==> config.mk <==
export PLATFORM = sky130hd
export DESIGN_NAME = glitch_sweep_ctrl
export DESIGN_NICKNAME = d
export VERILOG_FILES = /design/src/rtl/glitch_pkg.sv /design/src/rtl/glitch_param_stepper.sv /design/src/rtl/glitch_sweep_ctrl.sv
export SDC_FILE = /design/constraint.sdc
export NUM_CORES = 1
export LEC_CHECK = 0
export BUFFER_PORTS_ARGS = -buffer_cell sky130_fd_sc_hd__buf_2
export CAP_MARGIN = 25
export CELL_PAD_IN_SITES_DETAIL_PLACEMENT = 0
export CELL_PAD_IN_SITES_GLOBAL_PLACEMENT = 2
export CORE_AREA = 4 4 139 114
export CTS_BUF_LIST = sky130_fd_sc_hd__clkbuf_4 sky130_fd_sc_hd__clkbuf_8 sky130_fd_sc_hd__clkbuf_16
export DETAILED_ROUTE_END_ITERATION = 12
export DIE_AREA = 0 0 143 118
export GPL_ROUTABILITY_DRIVEN = 0
export PLACE_DENSITY_LB_ADDON = 0.1
export SYNTH_ARGS = -nofsm -noshare
export SYNTH_HDL_FRONTEND = slang
export SYNTH_SLANG_ARGS = --single-unit
==> constraint.sdc <==
create_clock -name CLK -period 4.1 [get_ports CLK]
set_input_delay 0.205 -clock CLK [delete_from_list [all_inputs] [get_ports CLK]]
set_output_delay 0.205 -clock CLK [all_outputs]
set_load 0.1 [all_outputs]
==> src/rtl/glitch_pkg.sv <==
// Shared definitions for the glitch subsystem: sweep controller state
// encoding, engine state constants, default word widths and a saturating
// counter helper.
package glitch_pkg;

   // Default width of the delay / pulse-width configuration words
   localparam int unsigned CW_DEFAULT = 32;

   // Width of the completed-attempt counter
   localparam int unsigned CNT_W = 16;

   // Sweep controller state encoding
   localparam logic [2:0] SWEEP_IDLE      = 3'd0;
   localparam logic [2:0] SWEEP_LOAD      = 3'd1;
   localparam logic [2:0] SWEEP_ARM       = 3'd2;
   localparam logic [2:0] SWEEP_WAIT_DONE = 3'd3;
   localparam logic [2:0] SWEEP_STEP      = 3'd4;
   localparam logic [2:0] SWEEP_FINISH    = 3'd5;

   typedef enum logic [2:0] {
      ST_IDLE      = SWEEP_IDLE,
      ST_LOAD      = SWEEP_LOAD,
      ST_ARM       = SWEEP_ARM,
      ST_WAIT_DONE = SWEEP_WAIT_DONE,
      ST_STEP      = SWEEP_STEP,
      ST_FINISH    = SWEEP_FINISH
   } sweep_state_t;

   // Glitch engine state constants (engine lives in its own block)
   localparam logic [1:0] ENG_IDLE  = 2'd0;
   localparam logic [1:0] ENG_DELAY = 2'd1;
   localparam logic [1:0] ENG_PULSE = 2'd2;
   localparam logic [1:0] ENG_DONE  = 2'd3;

   localparam logic [CNT_W-1:0] CNT_ONE = CNT_W'(1);
   localparam logic [CNT_W-1:0] CNT_MAX = {CNT_W{1'b1}};

   // Increment that sticks at all-ones instead of wrapping to zero
   function automatic logic [CNT_W-1:0] sat_inc(input logic [CNT_W-1:0] value);
      logic [CNT_W-1:0] result;
      if (value == CNT_MAX) begin
         result = value;
      end else begin
         result = value + CNT_ONE;
      end
      return result;
   endfunction

endpackage

==> src/rtl/glitch_param_stepper.sv <==
// glitch_param_stepper: combinational next-point calculator for the
// (delay, width) sweep grid. Delay is the inner loop, width the outer one.
// Sums are formed one bit wider than the configuration words so that a
// carry out of CW bits is treated as running past the maximum.
module glitch_param_stepper
   import glitch_pkg::*;
#(
   parameter int unsigned CW         = CW_DEFAULT,
   parameter int unsigned DELAY_MIN  = 300,
   parameter int unsigned DELAY_MAX  = 600,
   parameter int unsigned DELAY_STEP = 10,
   parameter int unsigned WIDTH_MAX  = 600,
   parameter int unsigned WIDTH_STEP = 50
) (
   input  logic [CW-1:0] delay_cur,
   input  logic [CW-1:0] width_cur,
   output logic [CW-1:0] delay_next,
   output logic [CW-1:0] width_next,
   output logic          sweep_end
);

   localparam logic [CW:0]   DELAY_STEP_W = (CW+1)'(DELAY_STEP);
   localparam logic [CW:0]   DELAY_MAX_W  = (CW+1)'(DELAY_MAX);
   localparam logic [CW:0]   WIDTH_STEP_W = (CW+1)'(WIDTH_STEP);
   localparam logic [CW:0]   WIDTH_MAX_W  = (CW+1)'(WIDTH_MAX);
   localparam logic [CW-1:0] DELAY_RESTART = CW'(DELAY_MIN);

   logic [CW:0] delay_sum_s;
   logic [CW:0] width_sum_s;
   logic        delay_fits_s;
   logic        width_fits_s;

   // Widened candidate sums and their range checks
   always_comb begin
      delay_sum_s  = {1'b0, delay_cur} + DELAY_STEP_W;
      width_sum_s  = {1'b0, width_cur} + WIDTH_STEP_W;
      delay_fits_s = (delay_sum_s <= DELAY_MAX_W);
      width_fits_s = (width_sum_s <= WIDTH_MAX_W);
   end

   // Pick the next grid point: advance delay, else wrap delay and advance width, else end
   always_comb begin
      delay_next = delay_cur;
      width_next = width_cur;
      sweep_end  = 1'b0;
      if (delay_fits_s) begin
         delay_next = delay_sum_s[CW-1:0];
         width_next = width_cur;
         sweep_end  = 1'b0;
      end else if (width_fits_s) begin
         delay_next = DELAY_RESTART;
         width_next = width_sum_s[CW-1:0];
         sweep_end  = 1'b0;
      end else begin
         delay_next = delay_cur;
         width_next = width_cur;
         sweep_end  = 1'b1;
      end
   end

endmodule

==> src/rtl/glitch_sweep_ctrl.sv <==
// glitch_sweep_ctrl: walks the (delay, width) grid one point at a time,
// arming the glitch engine for each point and counting completed attempts.
// All outputs are registered; abort preempts every transition once a
// campaign is running.
module glitch_sweep_ctrl
   import glitch_pkg::*;
#(
   parameter int unsigned CW         = CW_DEFAULT,
   parameter int unsigned DELAY_MIN  = 300,
   parameter int unsigned DELAY_MAX  = 600,
   parameter int unsigned DELAY_STEP = 10,
   parameter int unsigned WIDTH_MIN  = 300,
   parameter int unsigned WIDTH_MAX  = 600,
   parameter int unsigned WIDTH_STEP = 50
) (
   input  logic             CLK,
   input  logic             RSTN,
   input  logic             start,
   input  logic             abort,
   input  logic             eng_ack,
   input  logic             eng_done,
   output logic             arm,
   output logic [CW-1:0]    delay_cfg,
   output logic [CW-1:0]    width_cfg,
   output logic             active,
   output logic             campaign_done,
   output logic             aborted,
   output logic [CNT_W-1:0] attempt_count
);

   localparam logic [CW-1:0] DELAY_FIRST = CW'(DELAY_MIN);
   localparam logic [CW-1:0] WIDTH_FIRST = CW'(WIDTH_MIN);

   sweep_state_t     state_r;
   logic             arm_r;
   logic [CW-1:0]    delay_r;
   logic [CW-1:0]    width_r;
   logic             active_r;
   logic             campaign_done_r;
   logic             aborted_r;
   logic [CNT_W-1:0] count_r;

   logic [CW-1:0]    delay_next_s;
   logic [CW-1:0]    width_next_s;
   logic             sweep_end_s;

   glitch_param_stepper #(
      .CW         (CW),
      .DELAY_MIN  (DELAY_MIN),
      .DELAY_MAX  (DELAY_MAX),
      .DELAY_STEP (DELAY_STEP),
      .WIDTH_MAX  (WIDTH_MAX),
      .WIDTH_STEP (WIDTH_STEP)
   ) u_stepper (
      .delay_cur  (delay_r),
      .width_cur  (width_r),
      .delay_next (delay_next_s),
      .width_next (width_next_s),
      .sweep_end  (sweep_end_s)
   );

   // Sweep state machine with registered handshake, status and configuration outputs
   always_ff @(posedge CLK or negedge RSTN) begin
      if (!RSTN) begin
         state_r         <= ST_IDLE;
         arm_r           <= 1'b0;
         delay_r         <= '0;
         width_r         <= '0;
         active_r        <= 1'b0;
         campaign_done_r <= 1'b0;
         aborted_r       <= 1'b0;
         count_r         <= '0;
      end else begin
         // Status pulses last exactly one cycle unless re-raised below
         campaign_done_r <= 1'b0;
         aborted_r       <= 1'b0;
         if (abort && (state_r != ST_IDLE)) begin
            state_r   <= ST_IDLE;
            arm_r     <= 1'b0;
            active_r  <= 1'b0;
            aborted_r <= 1'b1;
         end else begin
            case (state_r)
               ST_IDLE: begin
                  // abort already excluded above only for non-idle states
                  if (start && !abort) begin
                     delay_r  <= DELAY_FIRST;
                     width_r  <= WIDTH_FIRST;
                     count_r  <= '0;
                     active_r <= 1'b1;
                     state_r  <= ST_LOAD;
                  end else begin
                     state_r <= ST_IDLE;
                  end
               end
               ST_LOAD: begin
                  // Configuration has been stable for a full cycle; raise arm
                  arm_r   <= 1'b1;
                  state_r <= ST_ARM;
               end
               ST_ARM: begin
                  if (eng_ack) begin
                     arm_r <= 1'b0;
                     if (eng_done) begin
                        count_r <= sat_inc(count_r);
                        state_r <= ST_STEP;
                     end else begin
                        state_r <= ST_WAIT_DONE;
                     end
                  end else begin
                     state_r <= ST_ARM;
                  end
               end
               ST_WAIT_DONE: begin
                  if (eng_done) begin
                     count_r <= sat_inc(count_r);
                     state_r <= ST_STEP;
                  end else begin
                     state_r <= ST_WAIT_DONE;
                  end
               end
               ST_STEP: begin
                  if (sweep_end_s) begin
                     campaign_done_r <= 1'b1;
                     state_r         <= ST_FINISH;
                  end else begin
                     delay_r <= delay_next_s;
                     width_r <= width_next_s;
                     state_r <= ST_LOAD;
                  end
               end
               ST_FINISH: begin
                  active_r <= 1'b0;
                  state_r  <= ST_IDLE;
               end
               default: begin
                  arm_r    <= 1'b0;
                  active_r <= 1'b0;
                  state_r  <= ST_IDLE;
               end
            endcase
         end
      end
   end

   assign arm           = arm_r;
   assign delay_cfg     = delay_r;
   assign width_cfg     = width_r;
   assign active        = active_r;
   assign campaign_done = campaign_done_r;
   assign aborted       = aborted_r;
   assign attempt_count = count_r;

endmodule
**Word-level counts from Yosys, hierarchy flattened**

Index checks and enable logic that the tools add are counted.

- Register bits: 87
- Input port bits: 6
- Output and inout bits: 84

- Add/sub/neg operators: 3
- Magnitude comparators: 2
- Eq/ne operators: 16
- Multiplexer cells: 32
- Bitwise logic cells: 1
- Reductions and logical operators: 14

Operators by type and width:

| operator | count |
|---|---|
| 32-bit 2-to-1 mux | 7 |
| 32-bit one-hot mux with 2 select lines | 2 |
| 33-bit by 10-bit <= comparator with 1-bit output, second input constant | 2 |
| 16-bit 2-to-1 mux | 4 |
| 16-bit one-hot mux with 3 select lines | 1 |
| 32-bit by 4-bit adder with 33-bit output, second input constant | 1 |
| 32-bit by 6-bit adder with 33-bit output, second input constant | 1 |
| 16-bit by 1-bit adder with 16-bit output, second input constant | 1 |
| 16-bit == test, second input constant | 1 |
| 3-bit one-hot mux with 5 select lines | 1 |
| 3-bit 2-to-1 mux | 4 |
| 1-bit 2-to-1 mux | 11 |
| 2-bit inequality test, second input constant | 4 |
| 4-bit OR reduction | 2 |
| 3-bit by 2-bit == test with 1-bit output, second input constant | 2 |
| 3-bit == test, second input constant | 2 |
| 2-bit by 1-bit inequality test with 1-bit output, second input constant | 3 |
| 3-bit inequality test, second input constant | 2 |
| 6-bit AND reduction | 1 |
| 3-bit nonzero test | 2 |
| 5-bit AND reduction | 1 |
| 2-bit AND reduction | 2 |
| 4-bit AND reduction | 1 |
| 3-bit by 1-bit == test with 1-bit output, second input constant | 1 |
| other kinds (8) | 9 |

**Depth between registers and ports, before layout**

Gate-level depths: netlist of the first run.

- Depth in word-level cells: 7
- Mapped depth: 14

**Modules after synthesis**

From an unflattened synthesis of the first run, not the netlist that was laid out.

- Cells, all modules: 755
- Area total of the unflattened synthesis: 5973.2 sq um

By module, submodules not included:

| module | instances | cells an instance | area an instance (sq um) | sequential area each (sq um) |
|---|---|---|---|---|
| glitch_sweep_ctrl | 1 | 416 | 3851.2 | 2177.1 |
| glitch_param_stepper | 1 | 339 | 2122.0 | 0.0 |

**Worst setup path after synthesis of the first run**

No wires, ideal clock.

- Kind: register to register
- Start: register delay_r[1], in the netlist delay_cfg[1]
- End: register delay_r[25], in the netlist delay_cfg[25]
- Arrival time: 4434 ps
- Setup slack: -455 ps
- Cell stages (with the launch flop): 14
- Path buffers: 3
- Clock period less this slack: 4555 ps
- Cell sequence: dfrtp_1 -> ha_1 -> o211ai_1 -> or4_4 -> nor4_1 -> a31oi_1 -> or4_1 -> or4_1 -> buf_2 -> and2_4 -> buf_6 -> a21o_4 -> buf_6 -> and2_4

- Word-level cells in the longest chain between the ends: 5

RTL lines:

| item | line | source |
|---|---|---|
| start, declared | glitch_sweep_ctrl.sv:36 | `logic [CW-1:0] delay_r;` |
| start signal, assigned | glitch_sweep_ctrl.sv:127 | `delay_r <= delay_next_s;` |
| 32-bit by 4-bit adder with 33-bit output * | glitch_param_stepper.sv:35 | `delay_sum_s = {1'b0, delay_cur} + DELAY_STEP_W;` |
| 33-bit by 10-bit <= comparator with 1-bit output | glitch_param_stepper.sv:37 | `delay_fits_s = (delay_sum_s <= DELAY_MAX_W);` |
| 1-bit 2-to-1 mux / 32-bit 2-to-1 mux (equally long branches) | glitch_param_stepper.sv:46 | `if (delay_fits_s) begin` |
| 2-bit inequality test (no source line) / 32-bit 2-to-1 mux (equally long branches) | - |  |
| 5-bit AND reduction (no source line) / 32-bit one-hot mux with 2 select lines (equally long branches) | - |  |

Mark *: on every way between the ends. The rest lies on a longest branch, timed or not. The select of a mux whose other input is x is not followed.
A chain may end at the register's enable or synchronous reset.

**Worst setup path after layout of the first run**

- Start: register delay_r[1], in the netlist delay_cfg[1]
- End: register delay_r[1], in the netlist delay_cfg[1]

The elaborated chain is that of the path after synthesis.

==> summary.md, run 1 <==
| Metric | Value |
|---|---|
| Status | finished clean |
| Gr ovfl total | 0 |
| Die area | 16900 sq um |
| Fillcell total | 1472 |
| Synth area leader | dfrtp_1 |
| Slew Viols, Final | 0 |
| Synth Register Bits | 85 |
| Max Freq | 260 MHz |
| Worst-skew pair later-pin latency | 0.35 ns |
| Hold Startpoint | eng_done |
| Post-route DRC | 0 |
| CP startpoint | delay_cfg[1] |
| DRT Pass-1 Iters | 5 |
| Final hold vios | 0 |
| Worst endpoint required time | 4.34 ns |
| Top-count cell post-synth | dfrtp_1 |
| Nets | 642 |
| Setup Buffers After CTS | 0 |
| Yosys top cell area share | 44.1% |
| Iter 0 DRT Violations | 275 |
| Initial Util | 33.8% |
| Area post-placement | 5560 sq um |
| Via count | 4284 |
| Maximum number of pins on one net before global-route repair | 51 |
| Crit-path slowest cell | or4_1 |
| Critical path's largest stage delay | 0.73 ns |
| H-tree depth | 3 |
| Top cells by instance count after synthesis | 85 x dfrtp_1, 54 x nand2_1, 51 x nor2_1, 39 x and2_1, 28 x a21oi_1 |
| Min-delay worst type | in -> reg |
| Finished Cell Area | 5900 sq um |
| Syn. warnings | 0 |
| Clock root buffer | clkbuf_16 |
| Antenna-violating nets left | 0 |
| Core area | 14300 sq um |
| Top post-synthesis cells by area | dfrtp_1 44%, and2_1 5.1%, nand2_1 4.2%, nor2_1 4.0%, a21oi_1 2.9% |
| Register area share after synthesis | 44.1% |
| Number of global-route vias before repair | 4098 |
| Dpl hpwl | 9.73 mm |
| Worst-path cell chain | ha_1 -> o211ai_1 -> buf_4 -> or4_1 -> a21oi_1 -> a41oi_1 -> or4_1 -> or4_1 -> and2_4 -> a21o_4 -> a21o_1 |
| Area delta synth->final | 22.2% |
| Min Tclk post-route | 3.85 ns |
| Vias per cell | 5.21 |
| Num CTS Buffers | 9 |
| Row cnt | 39 |
| Crit start category | flip-flop |
| Final period util | 93.9% |
| Asr flop ratio synth | 100% |
| Pwr dens | 330 nW/um^2 |
| N_diodes | 0 |
| Leak | 2.72 nW |
| RSZ-0062 raised after global routing | false |
| Crit end category | flip-flop |
| CP Class | reg -> reg |
| Slew @ Worst Pin | 0.649 ns |
| IO Port Bufs | 87 |
| Ys flop type | dfrtp_1 |
| Drt wl/cell | 16.5 um |
| Clock Skews | 0.0111 ns |
| Worst-case clock buffer depth | 2 |
| Max-cap check violation count | 0 |
| Worst Path Buf+Inv | 1 |
| Critical path's top delay family | simple AND/OR/NAND/NOR gates |
| Post-synthesis cell area | 4830 sq um |
| Cell count after synthesis | 535 |
| Chip Width | 143 um |
| Mean Syn Cell Area | 9.02 sq um |
| # IOs | 90 |
| Worst ir drop on vdd | 0.186 mV |
| Reg-to-reg critical path startpoint | delay_cfg[1] |
| Fin Setup TNS | 0 ns |
| Most frequent CP cell | or4_1 |
| Setup-failing EPs final | 0 |
| Top fanout value on the critical path | 25 |
| CTS tree | done |
| DIE HEIGHT | 118 um |
| Antenna violations before repair | 0 |
| Total track usage | 16.5% |
| Relative slew margins | 55.6% |
| Fraction of layout cells with a size suffix above 1 | 25.7% |
| Yosys cell types | 58 |
| CP arrival | 4.09 ns |
| First-pass GRT wire length | 22.5 mm |
| Post-synth EDFFs | 0 |
| Final WL | 13.6 mm |
| # clock sinks | 85 |
| CTS clk-pin slew, worst paths | 0.07 ns |
[metal layers]
layer | up-vias | part of all wire, % | GRT usage (%)
met3 | 11 | 4.8 | 3.61
li1 | 2133 | - | -
met2 | 102 | 42 | 22.8
met4 | 0 | 1.2 | 4.57
met5 | - | 0 | 0
met1 | 2038 | 52 | 25.6
[through the flow]
stage	hold slack (ns)	utilization [%]	instances	power [mW]	setup slack (ns)
2_1_floorplan	-0.0906	-	536	1.01	0.00786
3_3_place_gp	0.279	38.9	804	1.06	0.298
3_5_place_dp	0.295	38.9	804	1.07	0.198
4_1_cts	0.0637	41.2	821	1.98	0.173
5_1_grt	0.0952	41.3	822	2.04	0.0435
6_report	0.0885	41.3	822	1.95	0.251
[state kept, by name, summed over array words and instances, names as in the netlist]
signal         cells
attempt_count     16
arm                1
delay_cfg         31
width_cfg         31
state_r            3
campaign_done      1
aborted            1
active             1
[kinds of logic after synthesis]
family | count (synthesis) | share of synthesized area, %
xor gates and xnor gates | 29 | 5.26
other | 1 | 0.0777
muxes | 7 | 1.53
buffers and inverters | 39 | 3.76
AOI/OAI and AO/OA | 105 | 14.8
and+or+nand+nor | 266 | 29.7
adders and majority gates | 3 | 0.778
DFF | 85 | 44.1
[layout make-up]
class                      instances  area, sq um  area share, %
multi-input combinational        412         2530           42.8
sequential                        85         2150           36.5
timing repair buffer             110          611           10.3
tap                              184          230           3.90
clock buffer                       9          225           3.82
clock inverter                     7         96.3           1.63
inverter                          15         56.3          0.954
[power breakdown]
group | leakage (nW) | internal, mW | total, mW | switching (mW)
clock network | 0.160 | 0.537 | 0.899 | 0.362
registers | 1.11 | 0.850 | 0.864 | 0.0149
logic | 1.45 | 0.0363 | 0.183 | 0.147
total | 2.72 | 1.42 | 1.95 | 0.524
[final timing paths]
path | endpoint | slack (ns) | depth (start not counted)
max | delay_cfg[1] | 0.25 | 11
min | state_r[0] | 0.09 | 2
max reg2reg | delay_cfg[1] | 0.25 | 11
min reg2reg | arm | 0.54 | 2
max in group asynchronous | width_cfg[9] | 2.70 | 3
min in group asynchronous | delay_cfg[22] | 0.44 | 2
[repair_timing]
| action | CTS | global route |
|---|---|---|
| hold buffers | 1 | 0 |
| endpoints found under the hold margin | 49 | 0 |
| resized for setup | 0 | 1 |
| setup endpoints to repair | 0 | 49 |
[placed cells by master, fill, tap and decap left out, drive strengths merged, types with 8 or more instances in the layout]
| master | instances |
|---|---|
| a21oi | 30 |
| a31oi | 10 |
| and2 | 48 |
| and4 | 8 |
| buf | 108 |
| clkbuf | 10 |
| dfrtp | 85 |
| inv | 17 |
| nand2 | 54 |
| nand3 | 18 |
| nand4 | 18 |
| nor2 | 51 |
| nor3 | 23 |
| nor4 | 10 |
| o211ai | 11 |
| o21ai | 13 |
| or3 | 10 |
| or4 | 8 |
| xnor2 | 13 |
| xor2 | 16 |
Note: power is estimated with default switching activity, not from simulation.
==> run 2: changes to the inputs <==
--- a/config.mk
+++ b/config.mk
@@ -5,14 +5,15 @@
 export SDC_FILE = /design/constraint.sdc
 export NUM_CORES = 1
 export LEC_CHECK = 0
+export ABC_AREA = 1
 export BUFFER_PORTS_ARGS = -buffer_cell sky130_fd_sc_hd__buf_2
 export CAP_MARGIN = 25
 export CELL_PAD_IN_SITES_DETAIL_PLACEMENT = 0
 export CELL_PAD_IN_SITES_GLOBAL_PLACEMENT = 2
-export CORE_AREA = 4 4 139 114
+export CORE_AREA = 4 4 156 128
 export CTS_BUF_LIST = sky130_fd_sc_hd__clkbuf_4 sky130_fd_sc_hd__clkbuf_8 sky130_fd_sc_hd__clkbuf_16
 export DETAILED_ROUTE_END_ITERATION = 12
-export DIE_AREA = 0 0 143 118
+export DIE_AREA = 0 0 160 132
 export GPL_ROUTABILITY_DRIVEN = 0
 export PLACE_DENSITY_LB_ADDON = 0.1
 export SYNTH_ARGS = -nofsm -noshare
==> run 2 against run 1 <==
Critical path depth grew 7. Synthesized area grew 16%. First-iteration DRC count shrank 1.1%. Critical path type unchanged. Combinational power grew to 8.5 times the previous value. Flip-flop and latch count is the same. Critical endpoint is now width_cfg[28]. Cell count grew 42%. Non-clock buffer count shrank 18. Sequential power grew 22%. Clock-buffer cell count grew 2.
==> summary.md, run 2 <==
| Metric | Value |
|---|---|
| Clock Skews | 0.00686 ns (was 0.0111 ns) |
| Min Tclk post-route | 3.07 ns (was 3.85 ns) |
| Asr flop ratio synth | 100% (unchanged) |
| IO Port Bufs | 87 (unchanged) |
| Final period util | 74.9% (was 93.9%) |
| Setup crit end | width_cfg[28] (was delay_cfg[1]) |
| Clock root buffer | clkbuf_16 (unchanged) |
| DRT Pass-1 Iters | 5 (unchanged) |
| CTS clk-pin slew, worst paths | 0.07 ns (about the same) |
| Antenna-violating nets left | 0 (unchanged) |
| Pwr dens | 530 nW/um^2 (was 330 nW/um^2) |
| Post-route DRC | 0 (unchanged) |
| Cell count after synthesis | 842 (was 535) |
| Reg area | 2130 sq um (was 2150 sq um) |
| Slew Viols, Final | 0 (unchanged) |
| Vias per cell | 4.56 (was 5.21) |
| Setup-failing EPs final | 0 (unchanged) |
| Most frequent cells in the layout | 278 x nand2_1, 122 x inv_1, 116 x nor2_1 (was 86 x buf_2, 68 x dfrtp_1, 54 x nand2_1) |
| Drt wl/cell | 14.2 um (was 16.5 um) |
| Worst-skew pair later-pin latency | 0.35 ns (about the same) |
| Maximum number of pins on one net before global-route repair | 52 (was 51) |
| Fin Setup TNS | 0 ns (unchanged) |
| Fillcell total | 2052 (was 1472) |
| Initial Util | 30.3% (was 33.8%) |
| Worst endpoint required time | 4.33 ns (was 4.34 ns) |
| Core area | 18600 sq um (was 14300 sq um) |
| Worst ir drop on vdd | 0.392 mV (was 0.186 mV) |
| Row cnt | 45 (was 39) |
| Slew @ Worst Pin | 0.716 ns (was 0.649 ns) |
| R2R cell count | 18 (was 11) |
| Multi-input logic area | 2910 sq um (was 2530 sq um) |
| Nets | 941 (was 642) |
| Hold WS | 0.157 ns (was 0.0885 ns) |
| Worst-case clock buffer depth | 2 (unchanged) |
| R2r endpoint | width_cfg[28] (was delay_cfg[1]) |
| Fraction of layout cells with a size suffix above 1 | 17.2% (was 25.7%) |
| Area delta synth->final | 17.5% (was 22.2%) |
| Min-delay worst type | in -> reg (unchanged) |
| Synth Register Bits | 85 (unchanged) |
| Top fanout value on the critical path | 22 (was 25) |
| CP arrival | 3.30 ns (was 4.09 ns) |
| Final WL | 16.6 mm (was 13.6 mm) |
| Dpl hpwl | 12.8 mm (was 9.73 mm) |
| Ys flop type | dfrtp_1 (unchanged) |
| Num CTS Buffers | 9 (unchanged) |
| # IOs | 90 (unchanged) |
| Chip Width | 160 um (was 143 um) |
| Relative slew margins | 52.3% (was 55.6%) |
| Top cells by instance count after synthesis | 278 x nand2_1, 122 x inv_1, 116 x nor2_1, 85 x dfrtp_1, 72 x nand3_1 (was 85 x dfrtp_1, 54 x nand2_1, 51 x nor2_1, 39 x and2_1, 28 x a21oi_1) |
| Flop2flop setup slack | 1.03 ns (was 0.25 ns) |
| Post-synth EDFFs | 0 (unchanged) |
| # clock sinks | 85 (unchanged) |
| Yosys top cell area share | 37.8% (was 44.1%) |
| Mean Syn Cell Area | 6.68 sq um (was 9.02 sq um) |
| CP Class | reg -> reg (unchanged) |
| Max Freq | 326 MHz (was 260 MHz) |
| H-tree depth | 3 (unchanged) |
| Top-count cell post-synth | nand2_1 (was dfrtp_1) |
| Die area | 21100 sq um (was 16900 sq um) |
| Max-cap check violation count | 0 (unchanged) |
| Via count | 5345 (was 4284) |
| Leak | 3.38 nW (was 2.72 nW) |
| Total track usage | 15.8% (was 16.5%) |
| Placed cell count | 1155 (was 804) |
| First-pass GRT wire length | 27.1 mm (was 22.5 mm) |
| Setup Buffers After CTS | 0 (unchanged) |
| Finished Layout Cells | 1171 (was 822) |
| Post-synthesis cell area | 5620 sq um (was 4830 sq um) |
| Crit end category | flip-flop (unchanged) |
| Antenna violations before repair | 0 (unchanged) |
| Synth area leader | dfrtp_1 (unchanged) |
| Yosys cell types | 38 (was 58) |
| Most common cell after layout, fill and taps aside | nand2_1 (was buf_2) |
| Crit start category | flip-flop (unchanged) |
| CTS tree | done (unchanged) |
| Gr ovfl total | 0 (unchanged) |
| Register area share after synthesis | 37.8% (was 44.1%) |
| Syn. warnings | 0 (unchanged) |
| Top post-synthesis cells by area | dfrtp_1 38%, nand2_1 19%, inv_1 8.1%, nor2_1 7.7%, nand3_1 6.4% (was dfrtp_1 44%, and2_1 5.1%, nand2_1 4.2%, nor2_1 4.0%, a21oi_1 2.9%) |
| Iter 0 DRT Violations | 272 (was 275) |
| Reg-to-reg critical path startpoint | width_cfg[1] (was delay_cfg[1]) |
| N_diodes | 0 (unchanged) |
| CP startpoint | width_cfg[1] (was delay_cfg[1]) |
| Final hold vios | 0 (unchanged) |
| Status | finished clean (unchanged) |
| DIE HEIGHT | 132 um (was 118 um) |
| Number of global-route vias before repair | 5081 (was 4098) |
| RSZ-0062 raised after global routing | false (unchanged) |
-- run 2: cell count changes in the layout (fill, tap and decap cells not counted), sizes merged, moves of 9 or more --
| cell | previous run | this run |
|---|---|---|
| a31oi | 10 | 1 |
| a21oi | 30 | 11 |
| nand2 | 54 | 286 |
| inv | 17 | 128 |
| o211ai | 11 | 0 |
| nor4 | 10 | 1 |
| buf | 108 | 91 |
| or3 | 10 | 0 |
| and2 | 48 | 3 |
| nor2 | 51 | 152 |
| nand3 | 18 | 74 |
-- run 2: cell type report --
type	count	area share, %
clock inverters	4	1.12
inverters	128	7.31
clock buffers	11	3.64
flip-flops and latches	85	32.2
multi-input cells	616	44.0
well taps	235	4.45
repair buffers	92	7.24
-- run 2: layer usage --
metal  GRT usage, %  part of all wire [%]
met5              0                     0
met4           3.54                  0.72
met3           3.41                   4.7
met2           23.1                    42
met1           23.9                    53
-- run 2: logic make-up after synthesis --
kind of cell    synth area share [%]
flops                           37.8
fa+ha+maj                      0.668
xor+xnor                        2.65
buf+inv                         10.5
simple gates                    44.6
other cells                   0.0667
compound gates                  3.63
-- run 2: repair_timing --
action,4_1_cts,5_1_grt
hold endpoints to repair,50,0
hold buffers,1,0
gates resized for setup,0,0
-- run 2: worst max-delay path: stages (launching register included) --
cell	delay (ns)
dfrtp_1	0.42
ha_1	0.19
nand2_1	0.09
nand2_1	0.23
nand2_1	0.19
nor2_4	0.22
nor2_1	0.06
nor2_1	0.10
nand2_1	0.05
nor2_1	0.08
nand2_1	0.08
nor2_1	0.09
nand4_1	0.08
nand2_1	0.14
nor2_4	0.07
nor2_8	0.29
nand2_8	0.13
inv_4	0.31
nor2_1	0.08
-- run 2: per-stage QoR --
| stage | cell area (sq um) | total power [mW] | setup slack, ns | util [%] |
|---|---|---|---|---|
| after floorplan | 5630 | 2.36 | 0.824 | - |
| after global placement | 6280 | 2.62 | 1.09 | 33.8 |
| after detailed placement | 6280 | 2.63 | 1.00 | 33.8 |
| after CTS | 6600 | 3.55 | 1.00 | 35.5 |
| after global routing | 6600 | 3.72 | 0.653 | 35.5 |
| final | 6600 | 3.50 | 1.03 | 35.5 |
-- run 2: where the power goes --
| group | internal [mW] | total [mW] | switching, mW |
|---|---|---|---|
| Combinational | 0.287 | 1.55 | 1.27 |
| Clock | 0.545 | 0.899 | 0.354 |
| Sequential | 0.933 | 1.05 | 0.114 |
-- run 2: how the worst min path moves through the flow --
stage,start,slack (ns),cells after the start,endpoint
after floorplan,RSTN,-0.09,0,aborted
after global placement,RSTN,0.31,1,delay_cfg[19]
after detailed placement,RSTN,0.31,1,delay_cfg[18]
after CTS,eng_done,0.14,3,state_r[2]
after global routing,eng_done,0.18,3,state_r[2]
final,eng_done,0.16,3,state_r[2]
